### src/rtl/ras_predictor_pkg.sv
// Configuration constants shared by the return-address stack and its storage array.
package ras_predictor_pkg;

    localparam int unsigned XLEN_DEFAULT      = 64;
    localparam int unsigned RAS_DEPTH_DEFAULT = 16;

endpackage

### src/rtl/ras_storage.sv
// Circular register array for the return-address stack: one synchronous write port,
// one asynchronous read port.
module ras_storage
    import ras_predictor_pkg::*;
#(
    parameter int unsigned XLEN  = XLEN_DEFAULT,
    parameter int unsigned DEPTH = RAS_DEPTH_DEFAULT,
    parameter int unsigned AW    = $clog2(DEPTH)
) (
    input  logic            clk,
    input  logic            reset,
    input  logic            we_i,
    input  logic [AW-1:0]   waddr_i,
    input  logic [XLEN-1:0] wdata_i,
    input  logic [AW-1:0]   raddr_i,
    output logic [XLEN-1:0] rdata_o
);

    logic [XLEN-1:0] mem_q [DEPTH];
    logic [XLEN-1:0] mem_d [DEPTH];

    always_comb begin
        mem_d = mem_q;
        if (we_i) begin
            mem_d[waddr_i] = wdata_i;
        end
    end

    always_ff @(posedge clk) begin
        if (reset) begin
            for (int i = 0; i < DEPTH; i++) begin
                mem_q[i] <= '0;
            end
        end else begin
            mem_q <= mem_d;
        end
    end

    assign rdata_o = mem_q[raddr_i];

endmodule

### src/rtl/ras_predictor.sv
// Speculative return-address stack: pops in Fetch, pushes calls from Execute and repairs
// the top pointer when speculative or late pops are flushed or turn out wrong.
module ras_predictor
    import ras_predictor_pkg::*;
#(
    parameter int unsigned XLEN      = XLEN_DEFAULT,
    parameter int unsigned RAS_DEPTH = RAS_DEPTH_DEFAULT
) (
    input  logic            clk,
    input  logic            reset,
    input  logic            StallD,
    input  logic            StallE,
    input  logic            StallM,
    input  logic            FlushD,
    input  logic            FlushE,
    input  logic            FlushM,
    input  logic            BPReturnF,
    input  logic            ReturnD,
    input  logic            BPReturnWrongD,
    input  logic            CallE,
    input  logic [XLEN-1:0] PCLinkE,
    output logic [XLEN-1:0] RASPCF
);

    localparam int unsigned PtrW = $clog2(RAS_DEPTH);
    localparam int unsigned SumW = PtrW + 2;

    logic            spec_pop_f;
    logic            late_pop_d;
    logic            undo_d;
    logic            undo_e;
    logic            push_e;
    logic            popped_d_q, popped_d_d;
    logic            popped_e_q, popped_e_d;
    logic [PtrW-1:0] ptr_q, ptr_d;
    logic [PtrW-1:0] restored_ptr;
    logic [PtrW-1:0] push_addr;
    logic [SumW-1:0] restored_sum;
    logic [SumW-1:0] next_sum;
    logic [1:0]      unused_sum_msbs;
    logic [XLEN-1:0] top_entry;

    always_comb begin
        spec_pop_f = BPReturnF & ~StallD & ~FlushD;
        late_pop_d = ReturnD & BPReturnWrongD & ~popped_d_q & ~StallE & ~FlushE;
        undo_d     = popped_d_q & (FlushE | (BPReturnWrongD & ~StallE));
        undo_e     = popped_e_q & FlushM;
        push_e     = CallE & ~StallM & ~FlushM;
    end

    // Undos land first, so the push goes just above the restored top; pops then follow.
    always_comb begin
        restored_sum    = {2'b00, ptr_q} + SumW'(undo_d) + SumW'(undo_e);
        next_sum        = restored_sum + SumW'(push_e) - SumW'(spec_pop_f) - SumW'(late_pop_d);
        restored_ptr    = restored_sum[PtrW-1:0];
        push_addr       = restored_ptr + PtrW'(1);
        ptr_d           = next_sum[PtrW-1:0];
        unused_sum_msbs = next_sum[SumW-1:PtrW] ^ restored_sum[SumW-1:PtrW];
    end

    // Enable-gated clear, matching the shared flopenrc behaviour.
    always_comb begin
        popped_d_d = popped_d_q;
        if (!StallD) begin
            popped_d_d = FlushD ? 1'b0 : spec_pop_f;
        end
        popped_e_d = popped_e_q;
        if (!StallE) begin
            popped_e_d = FlushE ? 1'b0 : ((popped_d_q & ~BPReturnWrongD) | late_pop_d);
        end
    end

    always_ff @(posedge clk) begin
        if (reset) begin
            ptr_q      <= '0;
            popped_d_q <= 1'b0;
            popped_e_q <= 1'b0;
        end else begin
            ptr_q      <= ptr_d;
            popped_d_q <= popped_d_d;
            popped_e_q <= popped_e_d;
        end
    end

    ras_storage #(
        .XLEN  (XLEN),
        .DEPTH (RAS_DEPTH),
        .AW    (PtrW)
    ) u_storage (
        .clk     (clk),
        .reset   (reset),
        .we_i    (push_e),
        .waddr_i (push_addr),
        .wdata_i (PCLinkE),
        .raddr_i (ptr_q),
        .rdata_o (top_entry)
    );

    // Forward the pushing call so a return right behind it sees the new address.
    assign RASPCF = push_e ? PCLinkE : top_entry;

endmodule
### config.mk
export PLATFORM = sky130hd
export DESIGN_NAME = ras_predictor
export DESIGN_NICKNAME = d
export VERILOG_FILES = /design/src/rtl/ras_predictor_pkg.sv /design/src/rtl/ras_storage.sv /design/src/rtl/ras_predictor.sv
export SDC_FILE = /design/constraint.sdc
export NUM_CORES = 2
export LEC_CHECK = 0
export BUFFER_PORTS_ARGS = -buffer_cell sky130_fd_sc_hd__buf_4
export CAP_MARGIN = 20
export CORE_MARGIN = 10
export CORE_UTILIZATION = 50
export DETAILED_ROUTE_END_ITERATION = 12
export PLACE_DENSITY = 0.75
export SLEW_MARGIN = 20
export SYNTH_ARGS = -nofsm -noshare
export SYNTH_HDL_FRONTEND = slang
export SYNTH_SLANG_ARGS = --single-unit
export TNS_END_PERCENT = 50
### constraint.sdc
create_clock -name clk -period 4.85 [get_ports clk]
set_input_delay 0.7275 -clock clk [delete_from_list [all_inputs] [get_ports clk]]
set_output_delay 0.7275 -clock clk [all_outputs]
set_load 0.01 [all_outputs]
==> impl_results.md <==
* First-pass GRT wire length at 223300 um
* Mapped Avg Cell Area at 9.712 um2
* Skew final at 0.02168 ns
* Post-Syn Instances at 4992
* #FFs+latches synth at 1030
* HPWL Detailed at 75470 um
* Max cap viols at 0
* Vias per inst at 6.372
* CP Class: reg2out
* Total global routing overflow at 0
* TritonCTS Sinks at 1030
* GRT Util Overall at 24.82%
* Crit path required time at 4.12 ns
* # DRC at 0
* Post-synth cell types at 42
* Post-CTS sizing at 0
* CTS Buf Count at 105
* CTS Buffer Depth at 3
* Hold-fix buffers at CTS at 0
* Final ANT Viol Nets at 0
* Register area share after synthesis at 42.53%
* Cell depth of the worst min-delay path at 3
* Met3 usage at 4.223%
* Worst rel slew slack at 27.14%
* Worst hold path class: in2reg
* M1 GR Usage at 33.68%
* Min cycle time layout at 4.168 ns
* Clock H-tree levels at 3
* Vias at 38650
* Number of fill cells at 8286
* Final worst path period share at 85.94%
* Leak at 20.39 nW
* Routability cong. at 0.7543
* Max incr delay on CP at 0.67 ns
* Initial antenna violation count at 9
* # Post-CTS Setup Buffers at 0
* Ranking of synthesized cells by area: dfxtp_1 (43%), mux2i_1 (13%), mux4_2 (8.9%)
* Power Density at 394.8 mW/mm2
* Hold_ws at 0.3113 ns
* DRT Pass-1 Iters at 7
* IO Port Bufs at 139
* Setup TNS at 0 ns
* Synth Net Count at 5075
* CTS tree: yes
* Core Box Area at 0.09642 mm2
* CTS clock-pin slew for the worst setup and hold paths at 0.06 ns
* Outcome: finished, final reports clean
* Placed Cells at 5871
* Worst Max-Slew Pin Slew at 1.093 ns
* # IOs at 140
* Critical path cell sequence: buf_12, mux4_2, mux2_2, a22oi_1, nand2_1, buf_4
* Slew Limit Fails at 0
* Synth area leader: dfxtp_1
* Max rail drop VDD at 0.5147 mV
* Syn Std Cell Area at 0.04848 mm2
* Die Height at 331.4 um
* Drt wl/cell at 23.93 um
* Layout cell share with drive strength beyond 1 at 14.60%
* FP Rows at 114
* Crit start category: flop
* Vias in the first global route at 38080
* Final setup fails at 0
* Busiest metal layer after global routing: met2
* Endpoints failing hold at 0
* Worst setup EP type: output pin
* DIE AREA at 0.1098 mm2
* Clk root buf: clkbuf_16
* Starting density of the core at 50.28%
* Final core occ at 55.38%
* Crit path max-delay family: multiplexers
* Initial DRC Count at 4813
* Met2 global-route usage at 39.47%
* Die X at 331.4 um
* CP Depth at 6
* Clk_lat worst skew at 0.69 ns
* Fmax at 239.9 MHz
* Layout area overhead at 10.14%
* WL final at 145100 um
* Maximum fanout along the worst path at 89
* Arrival time at the worst endpoint at 3.44 ns
* R2r worst-path depth at 8
* Worst path bufs/invs at 2
* RSZ-0062 raised after global routing: false
* Largest net degree at the start of global routing at 170
* Fin cells at 6065
* CP max-delay cell: dfxtp_4
* Synth top area share at 42.53%
* Syn. warnings at 0
* Fin nets at 4785
## cell type report
type / instances / area (um2) / area share [%]
inverters: 10 / 37.54 / 0.07029
diodes: 2 / 5.005 / 0.009372
multi-input cells: 3321 / 25090 / 46.99
clock buffers: 156 / 3213 / 6.017
flip-flops and latches: 1030 / 20630 / 38.63
repair buffers: 234 / 2340 / 4.381
well taps: 1276 / 1597 / 2.990
clock inverters: 36 / 486.7 / 0.9114
## where the power goes
| group | total (W) | internal [W] | leakage, nW | switching, W |
|---|---|---|---|---|
| Combinational | 0.00378 | 0.00110 | 10.3 | 0.00267 |
| Clock | 0.00863 | 0.00515 | 1.84 | 0.00348 |
| Sequential | 0.00867 | 0.00855 | 8.30 | 0.000117 |
## cell usage after synthesis
cell	instances
nor2b_1	4
and3_1	3
nand3_1	515
o21ai_0	451
nand2_2	5
nand4bb_1	1
dfxtp_1	1030
ha_1	4
nor3b_1	3
nor2_1	5
inv_1	8
mux2_2	64
and2_1	2
nor3_2	1
fa_1	3
nand3b_2	1
nand2_4	1
nor2_4	1
xor2_1	1
xnor2_2	1
xnor2_1	2
a22o_1	1
a21oi_1	514
nand2_1	66
or2_1	1
mux2i_1	641
clkbuf_1	307
clkbuf_2	1
o21ai_1	64
buf_2	176
nor3_1	3
buf_1	89
a22oi_1	127
mux4_2	192
nor4b_4	1
buf_6	31
or3_1	2
o211ai_1	63
nand2b_1	577
xnor2_4	1
buf_4	27
inv_2	2
## cells by family (layout without fill, tap and decap cells)
group / count (synthesis) / count (layout) / synth area share (%)
adders and majority gates: 7 / 7 / 0.2271
xor gates and xnor gates: 5 / 5 / 0.1445
muxes: 897 / 897 / 23.64
buffers and inverters: 641 / 436 / 6.108
DFF: 1030 / 1030 / 42.53
and+or+nand+nor: 1192 / 1192 / 13.77
other: 0 / 2 / 0
AOI/OAI and AO/OA: 1220 / 1220 / 13.58
## metal layers
metal  wire length [um]  vias to the layer above  part of all wire, %
met5                 82                        -                0.056
met4               4243                       14                  2.9
met3              12190                      307                  8.4
met2              67830                     1820                   47
met1              60790                    19280                   42
li1                   -                    17230                    -
## cell usage in the layout (no fill, tap or decap), types with 3 or more instances in the layout
cell type,count
a22oi_1,127
nor2b_1,3
nand3_1,513
a21oi_1,514
nand2b_1,577
bufinv_16,11
mux2i_1,641
clkbuf_8,33
nand2_1,66
buf_4,187
nor3_2,3
clkbuf_1,15
dfxtp_4,3
nand2_8,6
dfxtp_1,1027
o21ai_1,64
clkinv_2,18
nor2_1,4
o211ai_1,63
ha_1,4
o21ai_0,451
buf_12,46
mux4_2,192
mux2_2,64
fa_1,3
inv_1,8
clkbuf_16,108
## flip-flops by register name (all words and copies together), names as in the netlist
name,cells
ptr_q,4
u_storage.mem_q,1024
popped_e_q,1
popped_d_q,1
## worst paths after layout
kind                       start              endpoint  slack, ns
max reg2reg             ptr_q[0]  u_storage.mem_q[554]       1.19
max                     ptr_q[0]             RASPCF[6]       0.68
min reg2reg  u_storage.mem_q[73]   u_storage.mem_q[73]       0.47
min                       StallD            popped_d_q       0.31
## tightest hold or removal path: stages
cell and delay [ns]:
buf_4 0.09, a21oi_1 0.06, nor2_1 0.07
## per-stage QoR
stage	setup WS [ns]	total power, W	cell area (um2)
floorplan	1.449	0.01124	48480
global placement	0.9820	0.01254	49700
detailed placement	0.8780	0.01257	49700
CTS	0.6166	0.02107	53400
global route	0.5307	0.02161	53400
finish	0.6819	0.02108	53400
No activity file was read; power rests on OpenSTA's default activity.
